## src/rtl/tlc_phase_scheduler.sv

```systemverilog
// Right-of-way sequencer for the 4-way junction: green/yellow/all-red phases timed in ticks.
// Optional build macro TLC_EMG_PREEMPT_EN lets an emergency on another road cut green short of MIN_GREEN.
module tlc_phase_scheduler #(
  parameter int MIN_GREEN = 4,
  parameter int MAX_GREEN = 16,
  parameter int YELLOW    = 3,
  parameter int ALL_RED   = 2,
  parameter int TW        = 5
) (
  input  logic        clock,
  input  logic        clear,
  input  logic        tick,
  input  logic [11:0] dens,
  input  logic [3:0]  emg,
  output logic [3:0]  green,
  output logic [3:0]  yellow,
  output logic        all_red,
  output logic [1:0]  phase,
  output logic [1:0]  state,
  output logic        preempted
);

  typedef enum logic [1:0] {
    ST_ALLRED = 2'd0,
    ST_GREEN  = 2'd1,
    ST_YELLOW = 2'd2
  } state_t;

  state_t        cur_st, nxt_st;
  logic [TW-1:0] timer, timer_n;
  logic [1:0]    phase_n;
  logic [3:0]    green_n, yellow_n;
  logic          all_red_n, preempted_n;

  logic [1:0]    lvl [4];
  logic [1:0]    max_lvl, sel, cand;
  logic          found;
  logic          emg_other, higher_other, min_ok, max_hit, preempt_end, green_end;

  function automatic logic [3:0] onehot(input logic [1:0] p);
    return 4'b0001 << p;
  endfunction

  always_comb begin
    for (int i = 0; i < 4; i++) begin
      lvl[i] = dens[3*i+2] ? 2'd3 : dens[3*i+1] ? 2'd2 : dens[3*i] ? 2'd1 : 2'd0;
    end
  end

  // Next road: lowest emergency, else densest road searched round-robin from phase+1.
  always_comb begin
    max_lvl = 2'd0;
    sel     = phase + 2'd1;
    cand    = 2'd0;
    found   = 1'b0;
    for (int i = 0; i < 4; i++) begin
      if (lvl[i] > max_lvl) max_lvl = lvl[i];
    end
    if (|emg) begin
      for (int i = 3; i >= 0; i--) begin
        if (emg[i]) sel = 2'(i);
      end
    end else if (max_lvl != 2'd0) begin
      for (int k = 1; k <= 4; k++) begin
        cand = phase + 2'(k);
        if (!found && lvl[cand] == max_lvl) begin
          sel   = cand;
          found = 1'b1;
        end
      end
    end
  end

  always_comb begin
    emg_other    = |(emg & ~onehot(phase));
    higher_other = 1'b0;
    for (int i = 0; i < 4; i++) begin
      if (2'(i) != phase && lvl[i] > lvl[phase]) higher_other = 1'b1;
    end
    min_ok  = timer >= TW'(MIN_GREEN - 1);
    max_hit = timer == TW'(MAX_GREEN - 1);
`ifdef TLC_EMG_PREEMPT_EN
    preempt_end = emg_other;
`else
    preempt_end = emg_other && min_ok;
`endif
    // An emergency on the served road vetoes every way out of green.
    green_end = !emg[phase] &&
                (max_hit || preempt_end || (min_ok && (lvl[phase] == 2'd0 || higher_other)));
  end

  always_comb begin
    nxt_st      = cur_st;
    timer_n     = timer;
    phase_n     = phase;
    green_n     = green;
    yellow_n    = yellow;
    all_red_n   = all_red;
    preempted_n = 1'b0;
    case (cur_st)
      ST_ALLRED: if (tick) begin
        if (timer == TW'(ALL_RED - 1)) begin
          nxt_st    = ST_GREEN;
          timer_n   = '0;
          phase_n   = sel;
          green_n   = onehot(sel);
          all_red_n = 1'b0;
        end else begin
          timer_n = timer + TW'(1);
        end
      end
      ST_GREEN: if (tick) begin
        if (green_end) begin
          nxt_st      = ST_YELLOW;
          timer_n     = '0;
          green_n     = 4'b0000;
          yellow_n    = onehot(phase);
          preempted_n = emg_other;
        end else if (!max_hit) begin
          // Timer parks at MAX_GREEN-1 while an emergency holds green.
          timer_n = timer + TW'(1);
        end
      end
      ST_YELLOW: if (tick) begin
        if (timer == TW'(YELLOW - 1)) begin
          nxt_st    = ST_ALLRED;
          timer_n   = '0;
          yellow_n  = 4'b0000;
          all_red_n = 1'b1;
        end else begin
          timer_n = timer + TW'(1);
        end
      end
      default: begin
        nxt_st    = ST_ALLRED;
        timer_n   = '0;
        green_n   = 4'b0000;
        yellow_n  = 4'b0000;
        all_red_n = 1'b1;
      end
    endcase
  end

  always_ff @(posedge clock) begin
    if (clear) begin
      cur_st    <= ST_ALLRED;
      timer     <= '0;
      phase     <= 2'd0;
      green     <= 4'b0000;
      yellow    <= 4'b0000;
      all_red   <= 1'b1;
      preempted <= 1'b0;
    end else begin
      cur_st    <= nxt_st;
      timer     <= timer_n;
      phase     <= phase_n;
      green     <= green_n;
      yellow    <= yellow_n;
      all_red   <= all_red_n;
      preempted <= preempted_n;
    end
  end

  assign state = cur_st;

endmodule

```

## config.mk

```make
export PLATFORM = sky130hd
export DESIGN_NAME = tlc_phase_scheduler
export DESIGN_NICKNAME = d
export VERILOG_FILES = /design/src/rtl/tlc_phase_scheduler.sv
export SDC_FILE = /design/constraint.sdc
export NUM_CORES = 1
export LEC_CHECK = 0
export BUFFER_PORTS_ARGS = -buffer_cell sky130_fd_sc_hd__clkbuf_2
export CAP_MARGIN = 40
export CELL_PAD_IN_SITES_DETAIL_PLACEMENT = 1
export CELL_PAD_IN_SITES_GLOBAL_PLACEMENT = 1
export CORE_ASPECT_RATIO = 1.2
export CORE_MARGIN = 4
export CORE_UTILIZATION = 39
export DETAILED_ROUTE_END_ITERATION = 6
export PLACE_DENSITY = 0.79
export SYNTH_ARGS = -nofsm -noshare
export SYNTH_HDL_FRONTEND = slang
export SYNTH_SLANG_ARGS = --single-unit
```

## constraint.sdc

```tcl
create_clock -name clock -period 4.2 [get_ports clock]
set_clock_uncertainty 0.05 [all_clocks]
set_input_delay 0.21 -clock clock [delete_from_list [all_inputs] [get_ports clock]]
set_output_delay 0.21 -clock clock [all_outputs]
set_load 0.01 [all_outputs]
```

Word level (Yosys, flattened, before mapping)
Index checks and enable logic that the tools add are counted.
{"block": "word_totals", "ff_bits": 19, "latchBits": 0, "mem_bits_rw": 0, "mem_bits_ro": 0, "inputBits": 19, "out_inout_bits": 14, "wordCells": 169, "memories": 0}
{"block": "op_classes", "n_addsub": 4, "multipliers": 0, "div_mod_pow": 0, "magnitude_cmp": 14, "eq_ne": 19, "n_shift": 2, "mux": 82, "bitwise": 11, "n_reduce_logical": 30}
{"cell": "$mux W2", "n": 35}
{"cell": "$mux W5", "n": 7}
{"cell": "$mux W4", "n": 8}
{"cell": "$pmux W4 S3", "n": 2}
{"cell": "$mux W1", "n": 22}
{"cell": "$bmux W2 S2", "n": 4}
{"cell": "$pmux W5 S3", "n": 1}
{"cell": "$reduce_and A5 Y1", "n": 3}
{"cell": "$gt A2 B2 Y1", "n": 7}
{"cell": "$ge A3 B3 Y1 const B", "n": 4}
{"cell": "$ne A2 B2 Y1 const B", "n": 6}
{"cell": "$not A2 Y3", "n": 4}
{"cell": "$reduce_or A4 Y1", "n": 3}
{"cell": "$logic_and A1 B1 Y1", "n": 10}
{"cell": "$eq A2 B2 Y1", "n": 4}
{"cell": "$shl A1 B2 Y4 const A", "n": 2}
{"cell": "$pmux W2 S3", "n": 1}
{"cell": "$reduce_and A6 Y1", "n": 1}
{"cell": "$add A5 B1 Y5 const B", "n": 1}
{"cell": "$eq A5 B1 Y1 const B", "n": 1}
{"cell": "$eq A5 B2 Y1 const B", "n": 1}
{"cell": "$eq A5 B4 Y1 const B", "n": 1}
{"cell": "$ge A5 B2 Y1 const B", "n": 1}
{"cell": "$not A1 Y1", "n": 5}
{"cell": "19 further kinds", "n": 28}

Depth between registers and ports, before layout
{"block": "logic_depth", "word_depth": 34, "depth_mapped": 22, "depth_no_buf": 22}

Least setup slack after synthesis
OpenSTA, ideal clock, no wires.
{"block": "synth_path", "path_kind": "input port to flip-flop", "from": "input dens[4]", "to": "register green[2]", "setup_time_ns": 0.088, "t_arrival_ns": 4.140, "t_required_ns": 4.062, "slack_ns": -0.078, "cell_stages": 21, "path_buffers": 0, "cell_sequence": "nor2_1 -> inv_1 -> ha_1 -> nor2b_1 -> o2111ai_1 -> o21a_1 -> ha_1 -> nand2_1 -> o21ai_0 -> nand2_1 -> nand2_1 -> ha_1 -> nand2_1 -> o21ai_2 -> mux2_2 -> nand3_1 -> or3b_4 -> a222oi_1 -> xnor2_1 -> o31a_1 -> o32ai_2"}
{"block": "synth_between", "elab_chain_len": 31, "word_cells_on_any_way": 68, "classes_between": "order compare (7); eq/ne (5); shift (1); mux (38); reduce/logical (17)"}
{"element": "start: declaration", "line": "13", "source": "input logic [11:0] dens,"}
{"element": "$mux W2 (*) (2 in a row)", "line": "46", "source": "lvl[i] = dens[3*i+2] ? 2'd3 : dens[3*i+1] ? 2'd2 : dens[3*i] ? 2'd1 : 2'd0;"}
{"element": "$gt A2 B2 Y1", "line": "57", "source": "if (lvl[i] > max_lvl) max_lvl = lvl[i];"}
{"element": "$mux W2", "line": "57"}
{"element": "$gt A2 B2 Y1", "line": "57"}
{"element": "$mux W2", "line": "57"}
{"element": "$gt A2 B2 Y1", "line": "57"}
{"element": "$mux W2", "line": "57"}
{"element": "$eq A2 B2 Y1", "line": "66", "source": "if (!found && lvl[cand] == max_lvl) begin"}
{"element": "[... 14 more ...]"}
{"element": "$logic_and A1 B1 Y1", "line": "66"}
{"element": "$mux W2", "line": "66"}
{"element": "$mux W2", "line": "63", "source": "end else if (max_lvl != 2'd0) begin"}
{"element": "$mux W2", "line": "59", "source": "if (|emg) begin"}
{"element": "$shl A1 B2 Y4", "line": "41", "source": "return 4'b0001 << p;"}
{"element": "$mux W4", "line": "102", "source": "if (timer == TW'(ALL_RED - 1)) begin"}
{"element": "$mux W4", "line": "101", "source": "ST_ALLRED: if (tick) begin"}
{"element": "$pmux W4 S3", "line": "100", "source": "case (cur_st)"}
{"element": "end signal: assignment", "line": "157", "source": "green <= green_n;"}
{"element": "end: declaration", "line": "15", "source": "output logic [3:0] green,"}
Mark *: on every way between the ends. The rest lies on a longest branch, timed or not. The select of a mux whose other input is x is not followed.
A chain may end at the register's enable or synchronous reset.

Worst setup path after layout
{"block": "layout_path", "from": "input dens[5]", "to": "register green[2]"}
{"block": "layout_between", "elab_chain_len": 30, "word_cells_on_any_way": 67, "classes_between": "order compare (7); eq/ne (5); shift (1); mux (37); reduce/logical (17)"}
{"element": "$mux W2 (*)", "line": "46"}
{"element": "$gt A2 B2 Y1", "line": "57"}
{"element": "$mux W2", "line": "57"}
{"element": "$gt A2 B2 Y1", "line": "57"}
{"element": "$mux W2", "line": "57"}
{"element": "$gt A2 B2 Y1", "line": "57"}
{"element": "$mux W2", "line": "57"}
{"element": "$eq A2 B2 Y1", "line": "66"}
{"element": "[... 14 more ...]"}
{"element": "$logic_and A1 B1 Y1", "line": "66"}
{"element": "$mux W2", "line": "66"}
{"element": "$mux W2", "line": "63"}
{"element": "$mux W2", "line": "59"}
{"element": "$shl A1 B2 Y4", "line": "41"}
{"element": "$mux W4", "line": "102"}
{"element": "$mux W4", "line": "101"}
{"element": "$pmux W4 S3", "line": "100"}
Marks and branches as above.

==> summary.json <==
{
  "synth_nets": 294,
  "floorplan.rows": 28,
  "final_net_count": 345,
  "crit_path_max_fanout": 5,
  "layout.cell_area.non_filler_sq_um": 2620,
  "via_count": 2084,
  "grtUsageMet3": 0.0205,
  "min_path_type": "in -> reg",
  "final_core_utilization": 0.515,
  "worst_hold_slack_ns": 0.294,
  "global_route.peak_usage_layer": "met2",
  "antenna_violating_nets_post_route": 0,
  "synth_flop_cell": "sky130_fd_sc_hd__dfxtp_1",
  "syn-instance-count": 250,
  "required_worst_endpoint_ns": 4.33,
  "grt_pass1_wl_microns": 9760,
  "layout-drive-gt1-share": 0.323,
  "grt_use_met1": 0.214,
  "globalRoute.totalOverflow": 0,
  "antenna-diode-count": 0,
  "grt_start_max_net_pins": 18,
  "area_used_by_multi_input_combinational_logic_sq_um": 1670,
  "detail_route.iter0.violations": 73,
  "final_min_period_over_clock_period": 0.965,
  "total_of_hold_buffers_inserted_after_clock_tree_synthesis": 0,
  "timing.final.hold_violations": 0,
  "clock_tree.root_cell": "sky130_fd_sc_hd__clkbuf_8",
  "dpl-instance-area_sq_um": 2440,
  "floorplan.die.height_microns": 88.3,
  "outcome": "completed",
  "tritoncts": "yes",
  "finalSetupViolCount": 0,
  "chipWidth_microns": 74.9,
  "clock_insertion_delay_worst_skew_ns": 0.26,
  "crit_path_max_incr_delay_ns": 0.40,
  "wl_per_cell_microns": 17.7,
  "cts.path.max_buffers": 2,
  "die-area_sq_um": 6610,
  "setup.reg_to_reg.worst_slack_ns": 0.71,
  "drt_pre_antenna_iters": 5,
  "setup-tns-final_ns": 0,
  "fillerInstances": 629,
  "worstPathCellList": "buf_2 -> nor2_4 -> inv_2 -> ha_4 -> nor2b_4 -> o21a_1 -> o21a_1 -> ha_4 -> nand2_4 -> o221ai_2 -> nand2_1 -> ha_1 -> nor2b_2 -> o21ai_4 -> mux2_4 -> nand3_1 -> or3b_4 -> a222oi_1 -> xnor2_1 -> o31a_1 -> o32ai_2",
  "timing.critical_path.arrival_ns": 4.18,
  "relSlewSlack": 0.642,
  "place_hpwl_microns": 4870,
  "ys_seq_elements": 19,
  "io_pins": 33,
  "worst-r2r-cell-count": 13,
  "routabilityCongestion": 0.833,
  "power_density_nw_per_um2": 256,
  "measured_slew_at_the_worst_slew_check_pin_ns": 0.532,
  "timing.critical_path.to_type": "flop",
  "post_synth_edffs": 0,
  "timing.fmax_ghz": 0.247,
  "vdd.ir_drop.worst_mv": 0.145,
  "finalWorstPathRequiredPeriod_ns": 4.05,
  "detail_route.vias_per_cell": 5.79,
  "holdPathStages": 3,
  "max_cap_violations": 0,
  "timing.critical_path.depth": 21,
  "cts.sink_count": 19,
  "fp.coreArea_sq_um": 5080,
  "cpMaxStageDelayCell": "sky130_fd_sc_hd__a222oi_1",
  "cts_buffers": 3,
  "place.port_buffers": 32,
  "post-route-drc-count": 0,
  "yosys.cell_types.count": 57,
  "sequential_cell_area_sq_um": 380,
  "grt_usage": 0.185,
  "via_count_of_the_first_global_routing_pass": 2080,
  "totalWireLength_microns": 6360,
  "path_buf_inv": 2,
  "initial_core_util": 0.412,
  "htree_num_levels": 1,
  "post_synth.cell_area_avg_sq_um": 8.38,
  "use_met2": 0.347,
  "timing_worst_setup_path_type": "in -> reg",
  "leakage_uw": 0.00113,
  "synthesis.area_sq_um": 2090,
  "report.final.slew_viol_count": 0,
  "yosys_warnings": 0,
  "synth-seq-area-share": 0.182,
  "worst_path_dominant_cell_family": "compound AO/OA/AOI/OAI gates",
  "start_kind": "input pin",
  "antenna_found_initial": 0,
  "clk_transition_reported_paths_ns": 0.08,
  "flow.area_growth_from_synthesis_pct": 24.9,
  "asyncSetResetFlopFracSynth": 0
}
worst reg2reg max path, cell delays in order (launching register included):
cell and delay (ns):
sky130_fd_sc_hd__dfxtp_1 0.39, sky130_fd_sc_hd__inv_2 0.21, sky130_fd_sc_hd__mux4_2 0.60, sky130_fd_sc_hd__inv_1 0.23, sky130_fd_sc_hd__ha_1 0.19, sky130_fd_sc_hd__nor2b_1 0.05, sky130_fd_sc_hd__o21ai_0 0.18, sky130_fd_sc_hd__nand4_1 0.13
sky130_fd_sc_hd__a211oi_1 0.27, sky130_fd_sc_hd__a21oi_1 0.11, sky130_fd_sc_hd__o211ai_1 0.37, sky130_fd_sc_hd__or2_2 0.27, sky130_fd_sc_hd__mux2i_1 0.21, sky130_fd_sc_hd__o32ai_1 0.11
through the flow:
| step | total power, uW | instances | worst slack (ns) |
|---|---|---|---|
| 2_1_floorplan | 400 | 250 | 0.0218 |
| 3_3_place_gp | 495 | 354 | -0.0693 |
| 3_5_place_dp | 506 | 354 | -0.192 |
| 4_1_cts | 638 | 358 | 0.0593 |
| 5_1_grt | 719 | 360 | -0.121 |
| 6_report | 669 | 360 | 0.148 |
path summary, 6_finish.rpt:
| kind | to | start |
|---|---|---|
| setup / recovery | green[2]$_SDFFE_PP0P_ | dens[5] |
| hold / removal | green[1]$_SDFFE_PP0P_ | emg[3] |
| setup reg to reg | yellow[0]$_SDFFE_PP0P_ | phase[0]$_SDFFE_PP0P_ |
| hold reg to reg | green[3]$_SDFFE_PP0P_ | green[3]$_SDFFE_PP0P_ |
routing by layer:
metal	vias up	routed length (microns)
met4	0	131
met1	1009	2660
met5	-	0
met3	14	155
li1	1025	-
met2	36	3420
synth_stat cells, drive strengths merged, types with 3 or more instances:
master / number / share of area
a21o: 4 / 0.015
a21oi: 18 / 0.043
a2bb2oi: 3 / 0.013
a31oi: 4 / 0.012
clkbuf: 6 / 0.013
dfxtp: 19 / 0.18
ha: 25 / 0.15
inv: 33 / 0.059
mux2i: 3 / 0.014
mux4: 10 / 0.11
nand2: 18 / 0.032
nand3: 6 / 0.014
nor2: 14 / 0.025
nor2b: 9 / 0.027
nor3: 7 / 0.017
o211ai: 3 / 0.011
o21a: 3 / 0.011
o21ai: 10 / 0.026
o32ai: 6 / 0.029
or2: 3 / 0.0090
or3: 4 / 0.012
xnor2: 4 / 0.017
xor2: 3 / 0.013
where the power goes:
part           internal [uW]  total, uW  switching [uW]
clock network           66.0        130            63.6
registers                185        192            7.28
logic                    169        347             178
total                    420        669             249
what timing repair did:
action / 4_1_cts / 5_1_grt
setup buffers: 0 / 2
resized for setup: 0 / 26
endpoints found under the setup margin: 0 / 6
layout by cell type, fill, tap and decap left out, types with 5 or more instances in the layout:
master	netlist	routed
sky130_fd_sc_hd__buf_4	0	22
sky130_fd_sc_hd__nor2_1	14	12
sky130_fd_sc_hd__nor2b_1	9	6
sky130_fd_sc_hd__nor3_1	7	7
sky130_fd_sc_hd__dfxtp_1	19	19
sky130_fd_sc_hd__ha_1	25	22
sky130_fd_sc_hd__o21ai_0	9	8
sky130_fd_sc_hd__o32ai_1	5	5
sky130_fd_sc_hd__clkbuf_2	1	31
sky130_fd_sc_hd__nand2_1	18	14
sky130_fd_sc_hd__mux4_2	9	9
sky130_fd_sc_hd__inv_1	32	30
sky130_fd_sc_hd__nand3_1	6	6
sky130_fd_sc_hd__a21oi_1	18	18
final cells by class:
| class | count | share of cell area |
|---|---|---|
| sequential | 19 | 0.145 |
| inverter | 33 | 0.0473 |
| tap | 60 | 0.0287 |
| clock buffer | 3 | 0.0158 |
| multi-input combinational | 190 | 0.637 |
| timing repair buffer | 54 | 0.124 |
| clock inverter | 1 | 0.00191 |
registers in the layout, summed over array words and instances, names as in the netlist:
signal / count
all_red: 1
green: 4
phase: 2
preempted: 1
state: 2
timer: 5
yellow: 4
logic make-up (layout without fill, tap and decap cells):
logic type / after synthesis / after routing / synth area share
AND/OR/NAND/NOR: 71 / 71 / 0.172
buffers and inverters: 41 / 91 / 0.0830
AO/OA/AOI/OAI: 72 / 72 / 0.250
adder cells (fa/ha/maj): 25 / 25 / 0.149
multiplexers: 15 / 15 / 0.134
flip-flops: 19 / 19 / 0.182
XOR/XNOR: 7 / 7 / 0.0293
(Power assumes the default switching activity.)
